==> src/rtl/uart_msg_echo_ctrl.sv <==
// rtl/uart_msg_echo_ctrl.sv - periodic message sender with buffered RX echo between uart_rx and uart_tx
//
// Sends MSG (MSG_LEN bytes, first byte in the MSBs) to uart_tx. After the last byte is
// accepted, the block waits PERIOD_CYC = CLK_FRE*1000*PERIOD_MS cycles before the next message starts.
// Every byte received from uart_rx goes into a 2**FIFO_AW deep FIFO. The block accepts
// RX bytes in every state. Bytes are echoed in arrival order while the block waits between messages.
//
// Optional feature macro: UART_ECHO_UPPER_EN
//   defined   - echoed bytes 'a'..'z' are converted to 'A'..'Z' when they are popped
//   undefined - echoed bytes are sent unmodified
//
// Ports
//   clk            in   1   system clock, all logic on posedge
//   rst_n          in   1   synchronous active-low reset
//   rx_data        in   8   byte from uart_rx
//   rx_data_valid  in   1   rx_data valid
//   rx_data_ready  out  1   FIFO can take a byte (combinational, low during reset)
//   tx_data        out  8   byte to uart_tx (registered)
//   tx_data_valid  out  1   tx_data valid (registered)
//   tx_data_ready  in   1   uart_tx accepts tx_data
//   msg_cnt        out  16  messages fully sent, wrapping
//   rx_ovf         out  1   sticky: rx_data_valid seen while FIFO full

module uart_msg_echo_ctrl #(
    parameter int                   CLK_FRE   = 50,
    parameter int                   PERIOD_MS = 1000,
    parameter int                   MSG_LEN   = 13,
    parameter logic [8*MSG_LEN-1:0] MSG       = "HELLO ALINX\r\n",
    parameter int                   FIFO_AW   = 4
) (
    input  logic        clk,
    input  logic        rst_n,
    input  logic [7:0]  rx_data,
    input  logic        rx_data_valid,
    output logic        rx_data_ready,
    output logic [7:0]  tx_data,
    output logic        tx_data_valid,
    input  logic        tx_data_ready,
    output logic [15:0] msg_cnt,
    output logic        rx_ovf
);

    localparam int               DEPTH      = 2**FIFO_AW;
    localparam logic [31:0]      PERIOD_CYC = 32'(CLK_FRE * 1000 * PERIOD_MS);
    localparam logic [31:0]      TIMER_MAX  = PERIOD_CYC - 32'd1;
    localparam logic [7:0]       LAST_IDX   = 8'(MSG_LEN - 1);
    localparam logic [FIFO_AW:0] FULL_CNT   = {1'b1, {FIFO_AW{1'b0}}};

    typedef enum logic [1:0] {
        ST_IDLE,
        ST_SEND,
        ST_WAIT
    } state_t;

    state_t             state, state_nxt;
    logic [7:0]         idx, idx_nxt;
    logic [31:0]        timer, timer_nxt;
    logic [7:0]         tx_data_nxt;
    logic               tx_valid_nxt;
    logic [15:0]        msg_cnt_nxt;

    logic [7:0]         mem [0:DEPTH-1];
    logic [FIFO_AW-1:0] wr_ptr;
    logic [FIFO_AW-1:0] rd_ptr;
    logic [FIFO_AW:0]   fifo_cnt;
    logic               fifo_full;
    logic               fifo_empty;
    logic               push;
    logic               pop;
    logic               tx_accept;

    // Byte i of the message; byte 0 is held in the most significant byte of MSG.
    function automatic logic [7:0] msg_byte(input logic [7:0] i);
        logic [8*MSG_LEN-1:0] sh;
        sh = MSG >> (8 * (MSG_LEN - 1 - int'(i)));
        return sh[7:0];
    endfunction

    // Transformation applied to echoed bytes as they leave the FIFO.
    function automatic logic [7:0] echo_map(input logic [7:0] b);
`ifdef UART_ECHO_UPPER_EN
        if (b >= 8'h61 && b <= 8'h7A) begin
            return b - 8'h20;
        end
        return b;
`else
        return b;
`endif
    endfunction

    assign fifo_full     = (fifo_cnt == FULL_CNT);
    assign fifo_empty    = (fifo_cnt == '0);
    assign rx_data_ready = !fifo_full && rst_n;
    assign push          = rx_data_valid && rx_data_ready;
    assign tx_accept     = tx_data_valid && tx_data_ready;

    // Next-state and output logic
    always_comb begin
        state_nxt    = state;
        idx_nxt      = idx;
        timer_nxt    = timer;
        tx_data_nxt  = tx_data;
        tx_valid_nxt = tx_data_valid;
        msg_cnt_nxt  = msg_cnt;
        pop          = 1'b0;

        case (state)
            ST_IDLE: begin
                state_nxt    = ST_SEND;
                idx_nxt      = 8'd0;
                tx_data_nxt  = msg_byte(8'd0);
                tx_valid_nxt = 1'b1;
            end

            ST_SEND: begin
                if (tx_accept) begin
                    if (idx < LAST_IDX) begin
                        // Load the next byte on the accepting edge so bytes run back-to-back.
                        idx_nxt     = idx + 8'd1;
                        tx_data_nxt = msg_byte(idx + 8'd1);
                    end else begin
                        tx_valid_nxt = 1'b0;
                        idx_nxt      = 8'd0;
                        msg_cnt_nxt  = msg_cnt + 16'd1;
                        timer_nxt    = 32'd0;
                        state_nxt    = ST_WAIT;
                    end
                end
            end

            ST_WAIT: begin
                if (timer != TIMER_MAX) begin
                    timer_nxt = timer + 32'd1;
                end
                // An echo in flight always completes first. After it is accepted, the
                // cycle with valid low separates echo pops and delays a pending message start.
                if (tx_data_valid) begin
                    if (tx_data_ready) begin
                        tx_valid_nxt = 1'b0;
                    end
                end else if (timer == TIMER_MAX) begin
                    state_nxt    = ST_SEND;
                    idx_nxt      = 8'd0;
                    tx_data_nxt  = msg_byte(8'd0);
                    tx_valid_nxt = 1'b1;
                end else if (!fifo_empty) begin
                    pop          = 1'b1;
                    tx_data_nxt  = echo_map(mem[rd_ptr]);
                    tx_valid_nxt = 1'b1;
                end
            end

            default: begin
                state_nxt = ST_IDLE;
            end
        endcase
    end

    // State and output registers
    always_ff @(posedge clk) begin
        if (!rst_n) begin
            state         <= ST_IDLE;
            idx           <= 8'd0;
            timer         <= 32'd0;
            tx_data       <= 8'd0;
            tx_data_valid <= 1'b0;
            msg_cnt       <= 16'd0;
            rx_ovf        <= 1'b0;
        end else begin
            state         <= state_nxt;
            idx           <= idx_nxt;
            timer         <= timer_nxt;
            tx_data       <= tx_data_nxt;
            tx_data_valid <= tx_valid_nxt;
            msg_cnt       <= msg_cnt_nxt;
            if (rx_data_valid && fifo_full) begin
                rx_ovf <= 1'b1;
            end
        end
    end

    // FIFO pointers and occupancy; pointers wrap naturally at FIFO_AW bits.
    always_ff @(posedge clk) begin
        if (!rst_n) begin
            wr_ptr   <= '0;
            rd_ptr   <= '0;
            fifo_cnt <= '0;
        end else begin
            if (push) begin
                wr_ptr <= wr_ptr + 1'b1;
            end
            if (pop) begin
                rd_ptr <= rd_ptr + 1'b1;
            end
            case ({push, pop})
                2'b10:   fifo_cnt <= fifo_cnt + 1'b1;
                2'b01:   fifo_cnt <= fifo_cnt - 1'b1;
                default: fifo_cnt <= fifo_cnt;
            endcase
        end
    end

    // FIFO storage needs no reset; push is already gated by rst_n via rx_data_ready.
    always_ff @(posedge clk) begin
        if (push) begin
            mem[wr_ptr] <= rx_data;
        end
    end

endmodule
==> config.mk <==
export PLATFORM = sky130hd
export DESIGN_NAME = uart_msg_echo_ctrl
export DESIGN_NICKNAME = d
export VERILOG_FILES = /design/src/rtl/uart_msg_echo_ctrl.sv
export SDC_FILE = /design/constraint.sdc
export NUM_CORES = 1
export LEC_CHECK = 0
export ABC_AREA = 1
export BUFFER_PORTS_ARGS = -buffer_cell sky130_fd_sc_hd__buf_2
export CAP_MARGIN = 20
export CORE_AREA = 2 2 146 148
export DETAILED_ROUTE_END_ITERATION = 10
export DIE_AREA = 0 0 148 150
export MAX_ROUTING_LAYER = met4
export PLACE_DENSITY = 0.78
export SLEW_MARGIN = 20
export SYNTH_ARGS = -nofsm -noshare
export SYNTH_HDL_FRONTEND = slang
export SYNTH_SLANG_ARGS = --single-unit
==> constraint.sdc <==
create_clock -name clk -period 3.9 [get_ports clk]
set_clock_uncertainty 0.2 [all_clocks]
set_input_delay 0.78 -clock clk [delete_from_list [all_inputs] [get_ports clk]]
set_output_delay 0.78 -clock clk [all_outputs]
set_load 0.02 [all_outputs]
# --- Yosys cells after proc, flatten, opt, wreduce, memory -nomap -nowiden ---
# Memories as Yosys holds them, arrays and structs flattened. A register that Yosys moved wholly into a read port is not among the register bits.
# Cells that the tools add are included.
op_classes:
  eq_ne: 14
  reduce_logical: 16
  n_shift: 1
  n_mux: 35
  bitwise: 1
  add_sub_neg: 8
  n_lt_le_gt_ge: 1
op_table:
  columns: ["operator", "n"]
  rows:
  - ["right shift 103 x 32 -> 8 bit, first input constant", 1]
  - ["2-to-1 mux 32 bit", 3]
  - ["2-to-1 mux 8 bit", 9]
  - ["case mux 32 bit (2 select lines)", 1]
  - ["case mux 8 bit (3 select lines)", 2]
  - ["adder 32 x 1 -> 32 bit, second input constant", 1]
  - ["equality test 32 x 26 -> 1 bit, second input constant", 1]
  - ["!= test 32 x 26 -> 1 bit, second input constant", 1]
  - ["adder 16 x 1 -> 16 bit, second input constant", 1]
  - ["!= test 2 bit, second input constant", 6]
  - ["AND reduction 4 bit", 3]
  - ["2-to-1 mux 1 bit", 11]
  - ["case mux 5 bit (2 select lines)", 1]
  - ["subtractor 4 x 8 -> 9 bit, first input constant", 1]
  - ["adder 4 x 1 -> 4 bit, second input constant", 2]
  - ["adder 8 x 1 -> 8 bit, second input constant", 1]
  - ["< comparator 8 x 4 -> 1 bit, second input constant", 1]
  - ["2-to-1 mux 2 bit", 4]
  - ["2-to-1 mux 4 bit", 2]
  - ["case mux 2 bit (3 select lines)", 1]
  - ["AND reduction 3 bit", 2]
  - ["adder 5 x 1 -> 5 bit, second input constant", 1]
  - ["equality test 5 bit, second input constant", 1]
  - ["zero test 5 bit", 1]
  - ["12 further kinds", 18]
word_totals:
  output_inout_bits: 27
  input_bits: 12
  register_bits: 81
  ram_bits: 128
  mem_count: 1
  word_cells: 87
mem_list:
  columns: ["name", "depth", "width", "read_ports", "rd_ports_with_merged_regs", "write_ports", "line", "text"]
  rows:
  - ["mem", 16, 8, 1, 1, 1, "62", "logic [7:0] mem [0:DEPTH-1];"]

# --- Depth between registers and ports, before layout ---
# Gate-level depths: netlist of run 1.
logic_depth:
  word_depth: 7
  ltp_mapped: 20
  depth_no_buf: 19

# --- Least setup slack after synthesis of run 1 ---
# Ideal clock, no wire load.
synth_timing:
  path_kind: "flip-flop to flip-flop"
  start: "register timer[1]"
  end: "register fifo_cnt[4]"
  arrival_time_ns: 2.606
  synth_period_minus_slack_ns: 2.875
  required_time_ns: 3.630
  stages_incl_launch_ff: 19
  slack_ns: 1.025
  n_path_buf: 1
  setup_time_ns: 0.070
  path_cell_list: "dfxtp_1 > ha_1 > nand2_1 > nor2_2 > nand3_1 > nor2_2 > nor2_2 > buf_6 > nand3_2 > inv_1 > ha_1 > ha_1 > nand2_1 > nand2_1 > a31oi_1 > nor2_1 > nor3_1 > o21ai_0 > a21oi_1"
synth_via:
  elab_chain_cells: 6
  word_cells_on_any_way: 8
  classes_between: "eq/ne (3); mux (4); reduce/logical (1)"
synth_lines:
  columns: ["item", "line", "text"]
  rows:
  - ["start, declared", "57", "logic [31:0] timer, timer_nxt;"]
  - ["start signal, assigned", "172", "timer <= timer_nxt;"]
  - ["equality test 32 x 26 -> 1 bit *", "141", "end else if (timer == TIMER_MAX) begin"]
  - ["2-to-1 mux 1 bit *", "141", null]
  - ["2-to-1 mux 1 bit *", "137", "if (tx_data_valid) begin"]
  - ["2-to-1 mux 1 bit *", "107", "case (state)"]
  - ["net pop", "69", "logic pop;"]
  - ["equality test 2 x 1 -> 1 bit / equality test 2 bit (equally long branches)", "195", "case ({push, pop})"]
  - ["case mux 5 bit (2 select lines) / nonzero test 2 bit (equally long branches)", null, null]
  - ["end signal, assigned", "196", "2'b10: fifo_cnt <= fifo_cnt + 1'b1;"]
  - ["end signal, assigned", "197", "2'b01: fifo_cnt <= fifo_cnt - 1'b1;"]
  - ["end signal, assigned", "198", "default: fifo_cnt <= fifo_cnt;"]
  - ["end, declared", "65", "logic [FIFO_AW:0] fifo_cnt;"]
# Mark *: on every way through the listed nets, which the timed path passes. The rest lies on a longest branch.
# A chain may end at the register's enable or synchronous reset.

# --- Worst setup path in the final report of run 1 ---
# Ends and elaborated chain as after synthesis.

==> flow_metrics.py, run 1 <==
metrics = {
    "cells_and_area": {
        "fillers": 1859,
        "area_delta_synth_final_pct": 11.2,
        "fin_area_um2": 11300,
        "diodes": 0,
        "drive_gt1_share_pct": 10.5,
        "nNetsFinal": 1215,
    },
    "synth": {
        "synth_edf_count": 128,
        "yosysTopAreaCell": "edfxtp_1",
        "yosys_warnings": 0,
        "synth_compound_area_share_pct": 11.1,
        "synth_top_family_by_area": "simple AND/OR/NAND/NOR gates",
        "synth.distinct_cells": 47,
        "synth_fa_ha_area_share_pct": 2.17,
        "synth_nets": 1188,
        "syn_inst": 1159,
        "synth_area_leaders": "edfxtp_1 38%, dfxtp_1 17%, nand2_1 9.7%",
        "synthArstFlopShare_pct": 0,
        "synth_mux_area_share_pct": 0.0985,
        "ys_seq_area_share_pct": 54.6,
        "syn_area_um2": 10200,
        "syn_area_per_cell_um2": 8.77,
        "synth_xor_xnor_area_share_pct": 1.90,
        "ys_ff_latch": 213,
        "yosysTopAreaCellShare_pct": 37.8,
        "synth-simple-area-share_pct": 24.0,
        "ys.flop_type": "edfxtp_1",
    },
    "worst_setup_path": {
        "critPathRequiredTime_ps": 4140,
        "cp-start-kind": "flop",
        "reg2reg_to": "fifo_cnt[4]",
        "cp.arrival_ps": 3680,
        "crit_slowest_cell": "nor2_2",
        "worst-path-stages": 18,
        "cp_max_fo": 12,
        "worstSetupStartpoint": "timer[1]",
        "r2r_start": "timer[1]",
        "critical_path.most_common_cell": "inv_1",
        "critical_path.top_delay_family": "simple AND/OR/NAND/NOR gates",
        "endpoint_kind": "flop",
        "r2r_slack_ps": 460,
        "slowest_delay_ps": 460,
        "worstPathCellList": "ha_1, nand2_1, nor2_2, nand3_1, nor2_2, nor2_2, nand3_2, inv_1, ha_1, inv_1, fa_1, inv_1, a31oi_1, inv_1, nor2_1, nor3_1, o21ai_0, a21oi_1",
        "cp-endpoint": "fifo_cnt[4]",
        "reg2regPathDepth": 18,
        "cp_num_buf_inv": 4,
        "crit_type": "flop to flop",
    },
    "detailed_routing": {
        "vias": 8190,
        "avgViaCountPerCell": 5.54,
        "initialDrtViolationCount": 623,
        "drc_errors": 0,
        "wl_per_cell_um": 16.4,
        "dr.pass1.iters": 6,
        "wirelength_mm": 24.3,
        "final_antenna_net_count": 0,
    },
    "floorplanning": {
        "io_pins": 39,
        "core_area_um2": 20700,
        "start_util_pct": 49.1,
        "die_h_um": 150,
        "core.rowCount": 53,
        "dieArea_um2": 22200,
        "die_x_um": 148,
    },
    "outcome": {
        "outcome": "finished, final reports clean",
    },
    "placement": {
        "dp_hpwl_mm": 16.0,
        "port_buffers": 38,
        "gp_congestion": 0.938,
        "dpl-instance-area_um2": 10500,
    },
    "clocking": {
        "ctsResizeCount": 0,
        "clk-insertion-delay-late_ps": 510,
        "cts_buffers": 23,
        "cts_tree": "done",
        "cts.sinks": 213,
        "post-cts-setup-buffer-count": 0,
        "cts_max_level": 1,
        "ctsHoldBuffers": 0,
        "clk_pin_slew_worst_paths_ps": 60,
        "ctsLongestPathBuffers": 3,
        "cts_root_buf": "clkbuf_16",
    },
    "grt": {
        "grt_pass1_wl_mm": 38.6,
        "antenna_found_initial": 0,
        "grt_use_total_pct": 22.2,
        "grt_max_degree": 65,
        "grt_pass1_vias": 7796,
        "gr-total-overflow": 0,
    },
    "sta": {
        "max_clock_freq_mhz": 291,
        "fin_crit_ps": 3440,
        "fin_crit_sh_pct": 88.2,
        "rsz0062_at_grt": "false",
        "setup_violations": 0,
        "slew_violations": 0,
        "hold_viol": 0,
        "slew_headroom_pct": 29.2,
        "tns_ps": 0,
        "worst_pin_slew_ps": 1060,
    },
    "run": {
        "cap_violations": 0,
    },
    "power_and_ir_drop": {
        "p_leak_nw": 4.13,
        "ir_worst_vdd_uv": 385,
        "p_per_area_nw_per_um2": 538,
    },
    "hold_path": {
        "worstHoldPathType": "flop to flop",
    },
}
[stage by stage]
step | utilization, % | setup WS [ps] | total power, mW | hold WS, ps | instances
6_report | 54.6 | 459 | 6.08 | 264 | 1478
5_1_grt | 54.6 | 90.4 | 6.36 | 292 | 1478
4_1_cts | 54.6 | 466 | 6.09 | 268 | 1478
3_5_place_dp | 50.9 | 496 | 3.91 | 259 | 1436
3_3_place_gp | 50.9 | 608 | 3.89 | 249 | 1436
2_1_floorplan | - | 1020 | 3.64 | 244 | 1159
[worst register-to-register path, delay by kind of cell, from the launching register on]
| kind | cells | cell delay [ps] |
|---|---|---|
| AND/OR/NAND/NOR | 8 | 1270 |
| buffers and inverters | 4 | 380 |
| AO/OA/AOI/OAI | 3 | 310 |
| flip-flops | 1 | 330 |
| adder cells (fa/ha/maj) | 3 | 880 |
[how the worst min path moves through the flow]
stage	start	endpoint	slack, ps	cells past startpoint
finish	tx_data[2]	tx_data[2]	260	2
global route	tx_data[0]	tx_data[0]	290	2
CTS	tx_data[2]	tx_data[2]	270	2
detailed placement	tx_data[2]	tx_data[2]	260	2
global placement	rx_ovf	rx_ovf	250	2
floorplan	fifo_cnt[4]	fifo_cnt[4]	240	1
[power breakdown]
| part | switching [mW] | internal (mW) | total [mW] |
|---|---|---|---|
| Combinational | 0.979 | 0.374 | 1.35 |
| Sequential | 0.0765 | 2.46 | 2.54 |
| Clock | 0.873 | 1.32 | 2.19 |
[final cells by class]
| cell class | instances | area, um2 | area share (%) |
|---|---|---|---|
| clock inverters | 9 | 109 | 0.963 |
| inverters | 105 | 397 | 3.51 |
| repair buffers | 47 | 258 | 2.28 |
| multi-input cells | 796 | 3990 | 35.3 |
| flip-flops and latches | 213 | 5550 | 49.1 |
| clock buffers | 33 | 663 | 5.87 |
| well taps | 275 | 344 | 3.04 |
[sequential cells by signal, indices dropped and copies added (netlist names), named ones only]
| name | flops |
|---|---|
| timer | 32 |
| msg_cnt | 16 |
| rd_ptr | 4 |
| tx_data | 8 |
| wr_ptr | 4 |
| fifo_cnt | 5 |
| mem | 128 |
| idx | 8 |
| state | 2 |
| rx_ovf | 1 |
| tx_data_valid | 1 |
[cell usage after synthesis, types with 9 or more instances]
cell type  instances
nand4_1           22
ha_1              16
nor3_1            39
nor2_1           119
xnor2_1           10
inv_1             91
nand3_1           69
a21oi_1          101
o21ai_0           44
nand2_1          262
clkbuf_1          31
xor2_1            12
inv_2             12
nor4_1             9
edfxtp_1         128
o21ai_1           13
dfxtp_1           85
a22oi_1           20
[placed cells by master (no fill, tap or decap), types with 13 or more instances in the layout]
master / netlist / final
nand2_1: 262 / 262
nor3_1: 39 / 39
o21ai_1: 13 / 13
a21oi_1: 101 / 101
a22oi_1: 20 / 20
inv_1: 91 / 91
ha_1: 16 / 16
nor2_1: 119 / 119
nand3_1: 69 / 69
buf_2: 5 / 38
dfxtp_1: 85 / 84
o21ai_0: 44 / 44
edfxtp_1: 128 / 128
clkbuf_16: 0 / 23
nand4_1: 22 / 22
[layer usage]
layer | track usage, % | vias up | share of wire (%)
met2 | 38.7 | 249 | 50
met1 | 27.2 | 3898 | 42
li1 | - | 3994 | -
met3 | 2.59 | 49 | 5.3
met5 | - | - | 0
met4 | 6.95 | 0 | 2.5
[logic make-up after synthesis]
group	after synthesis
buf+inv	150
compound gates	203
xor+xnor	22
mux	1
simple gates	553
fa+ha+maj	17
flops	213
No activity file was read; power rests on OpenSTA's default activity.
==> inputs of run 2 (changes only) <==
Settings changed: GPL_TIMING_DRIVEN set to 0.
==> run 2 against run 1 <==
Against the previous run:
- critical path type unchanged
- routed wire length rose by 8.0%
- count of clock-buffer cells in the layout down 5
- core utilization grew 0.94 points
- fmax is 2.0% higher
- combinational power rose by 11%
- register-to-register slack better by 70 ps
- power up 4.0%
- global-route usage grew 1.8 points
- non-clock buffer count grew 36
- setup slack gained 69 ps
- flip-flop and latch count is the same
==> flow_metrics.py, run 2 (synthesis gave the netlist of run 1 again) <==
metrics = {
    "power_and_ir_drop": {
        "p_leak_nw": 4.21,
        "p_per_area_nw_per_um2": 550,
        "ir_worst_vdd_uv": 529,
    },
    "sta": {
        "max_clock_freq_mhz": 296,
        "hold_viol": 0,
        "setup_violations": 0,
        "fin_crit_sh_pct": 86.5,
        "fin_crit_ps": 3370,
        "tns_ps": 0,
        "slew_headroom_pct": 17.8,
        "rsz0062_at_grt": "false",
        "worst_pin_slew_ps": 1230,
        "slew_violations": 0,
    },
    "hold_path": {
        "hp-start": "tx_data[2]",
        "hold_end": "tx_data[2]",
        "worstHoldPathType": "flop to flop",
        "worstHoldPathCells": 2,
    },
    "cells_and_area": {
        "drive_gt1_share_pct": 10.4,
        "area_delta_synth_final_pct": 13.1,
        "diodes": 0,
        "largest_reg_flops": 128,
        "regMostFlops": "mem",
        "final_common_cell": "nand2_1",
        "final_cell_mix": "262 x nand2_1, 128 x edfxtp_1, 119 x nor2_1, 101 x a21oi_1, 91 x inv_1",
        "utilization_pct": 55.6,
        "reg.largest.list": "mem: 128 flops, timer: 32 flops, msg_cnt: 16 flops",
        "fillers": 1836,
        "nNetsFinal": 1252,
    },
    "grt": {
        "use_met2_pct": 39.7,
        "grt_pass1_vias": 7805,
        "grt.busiest_layer": "met2",
        "antenna_found_initial": 0,
        "use_met1_pct": 30.0,
        "grt_pass1_wl_mm": 40.5,
        "grt_use_total_pct": 24.0,
        "grt_use_met3_pct": 3.51,
        "gr-total-overflow": 0,
        "grt_max_degree": 17,
    },
    "floorplanning": {
        "start_util_pct": 49.1,
        "dieArea_um2": 22200,
        "io_pins": 39,
        "die_h_um": 150,
        "die_x_um": 148,
        "core_area_um2": 20700,
        "core.rowCount": 53,
    },
    "worst_setup_path": {
        "r2r_start": "timer[1]",
        "critPathRequiredTime_ps": 4150,
        "cp-start-kind": "flop",
        "endpoint_kind": "flop",
        "crit_type": "flop to flop",
        "reg2regPathDepth": 18,
        "critical_path.top_delay_family": "simple AND/OR/NAND/NOR gates",
        "r2r_slack_ps": 530,
        "cp.arrival_ps": 3620,
        "cp_max_fo": 10,
        "reg2reg_to": "fifo_cnt[4]",
        "worstPathCellList": "ha_1, nand2_1, nor2_2, nand3_1, nor2_2, nor2_2, buf_6, nand3_2, inv_1, ha_1, ha_1, nand2_1, nand2_1, a31oi_1, nor2_1, nor3_1, o21ai_0, a21oi_1",
        "slowest_delay_ps": 380,
        "cp_num_buf_inv": 2,
        "worst-path-stages": 18,
        "crit_slowest_cell": "dfxtp_1",
    },
    "clocking": {
        "cts_root_buf": "clkbuf_16",
        "cts_tree": "done",
        "ctsLongestPathBuffers": 3,
        "clk_pin_slew_worst_paths_ps": 60,
        "ctsResizeCount": 0,
        "cts_buffers": 24,
        "post-cts-setup-buffer-count": 0,
        "clk-insertion-delay-late_ps": 530,
        "cts_max_level": 1,
        "cts.sinks": 213,
        "ctsHoldBuffers": 0,
    },
    "detailed_routing": {
        "final_antenna_net_count": 0,
        "initialDrtViolationCount": 750,
        "drc_errors": 0,
        "wl_per_cell_um": 17.3,
        "dr.pass1.iters": 6,
        "avgViaCountPerCell": 5.69,
        "wirelength_mm": 26.2,
        "vias": 8590,
    },
    "placement": {
        "gp_congestion": 0.941,
        "port_buffers": 38,
        "dp_hpwl_mm": 17.6,
    },
    "outcome": {
        "outcome": "finished, final reports clean",
    },
    "run": {
        "cap_violations": 0,
    },
}
## run 2: layout make-up
| class | count | area, um2 | share of cell area, % |
|---|---|---|---|
| Timing Repair Buffer | 38 | 190 | 1.65 |
| Tap cell | 275 | 344 | 2.99 |
| Buffer | 45 | 235 | 2.05 |
| Sequential cell | 213 | 5550 | 48.2 |
| Inverter | 105 | 397 | 3.45 |
| Multi-Input combinational cell | 796 | 3990 | 34.7 |
| Clock buffer | 28 | 626 | 5.44 |
| Clock inverter | 10 | 175 | 1.52 |
## run 2: worst max path at each step
stage	start	end	slack, ps
floorplan	timer[1]	fifo_cnt[4]	1020
global placement	timer[1]	fifo_cnt[4]	610
detailed placement	timer[1]	fifo_cnt[4]	590
CTS	timer[1]	fifo_cnt[4]	570
global route	timer[1]	fifo_cnt[4]	200
finish	timer[1]	fifo_cnt[4]	530
## run 2: where the power goes
part / switching (mW) / internal [mW] / leakage, nW
logic: 1.04 / 0.458 / 1.98
clock network: 0.887 / 1.41 / 0.394
registers: 0.0700 / 2.46 / 1.84
## run 2: through the flow
step / instance area [um2] / power, mW / hold slack [ps] / worst slack, ps / cells
CTS: 11500 / 6.33 / 269 / 567 / 1510
finish: 11500 / 6.32 / 265 / 527 / 1510
global placement: 10700 / 4.03 / 253 / 611 / 1472
floorplan: 10200 / 3.64 / 244 / 1020 / 1159
detailed placement: 10700 / 4.04 / 260 / 593 / 1472
global route: 11500 / 6.61 / 274 / 201 / 1510
## run 2: worst reg2reg max path, cell delays in order (launching register included)
cell	delay, ps
dfxtp_1	380
ha_1	200
nand2_1	90
nor2_2	180
nand3_1	140
nor2_2	190
nor2_2	90
buf_6	160
nand3_2	120
inv_1	100
ha_1	260
ha_1	340
nand2_1	80
nand2_1	50
a31oi_1	200
nor2_1	60
nor3_1	220
o21ai_0	110
a21oi_1	140
## run 2: per-layer routing
| metal | wire length (um) | share of wire [%] |
|---|---|---|
| met5 | 0 | 0 |
| met3 | 2130 | 8.1 |
| met2 | 12700 | 49 |
| met4 | 853 | 3.3 |
| met1 | 10500 | 40 |
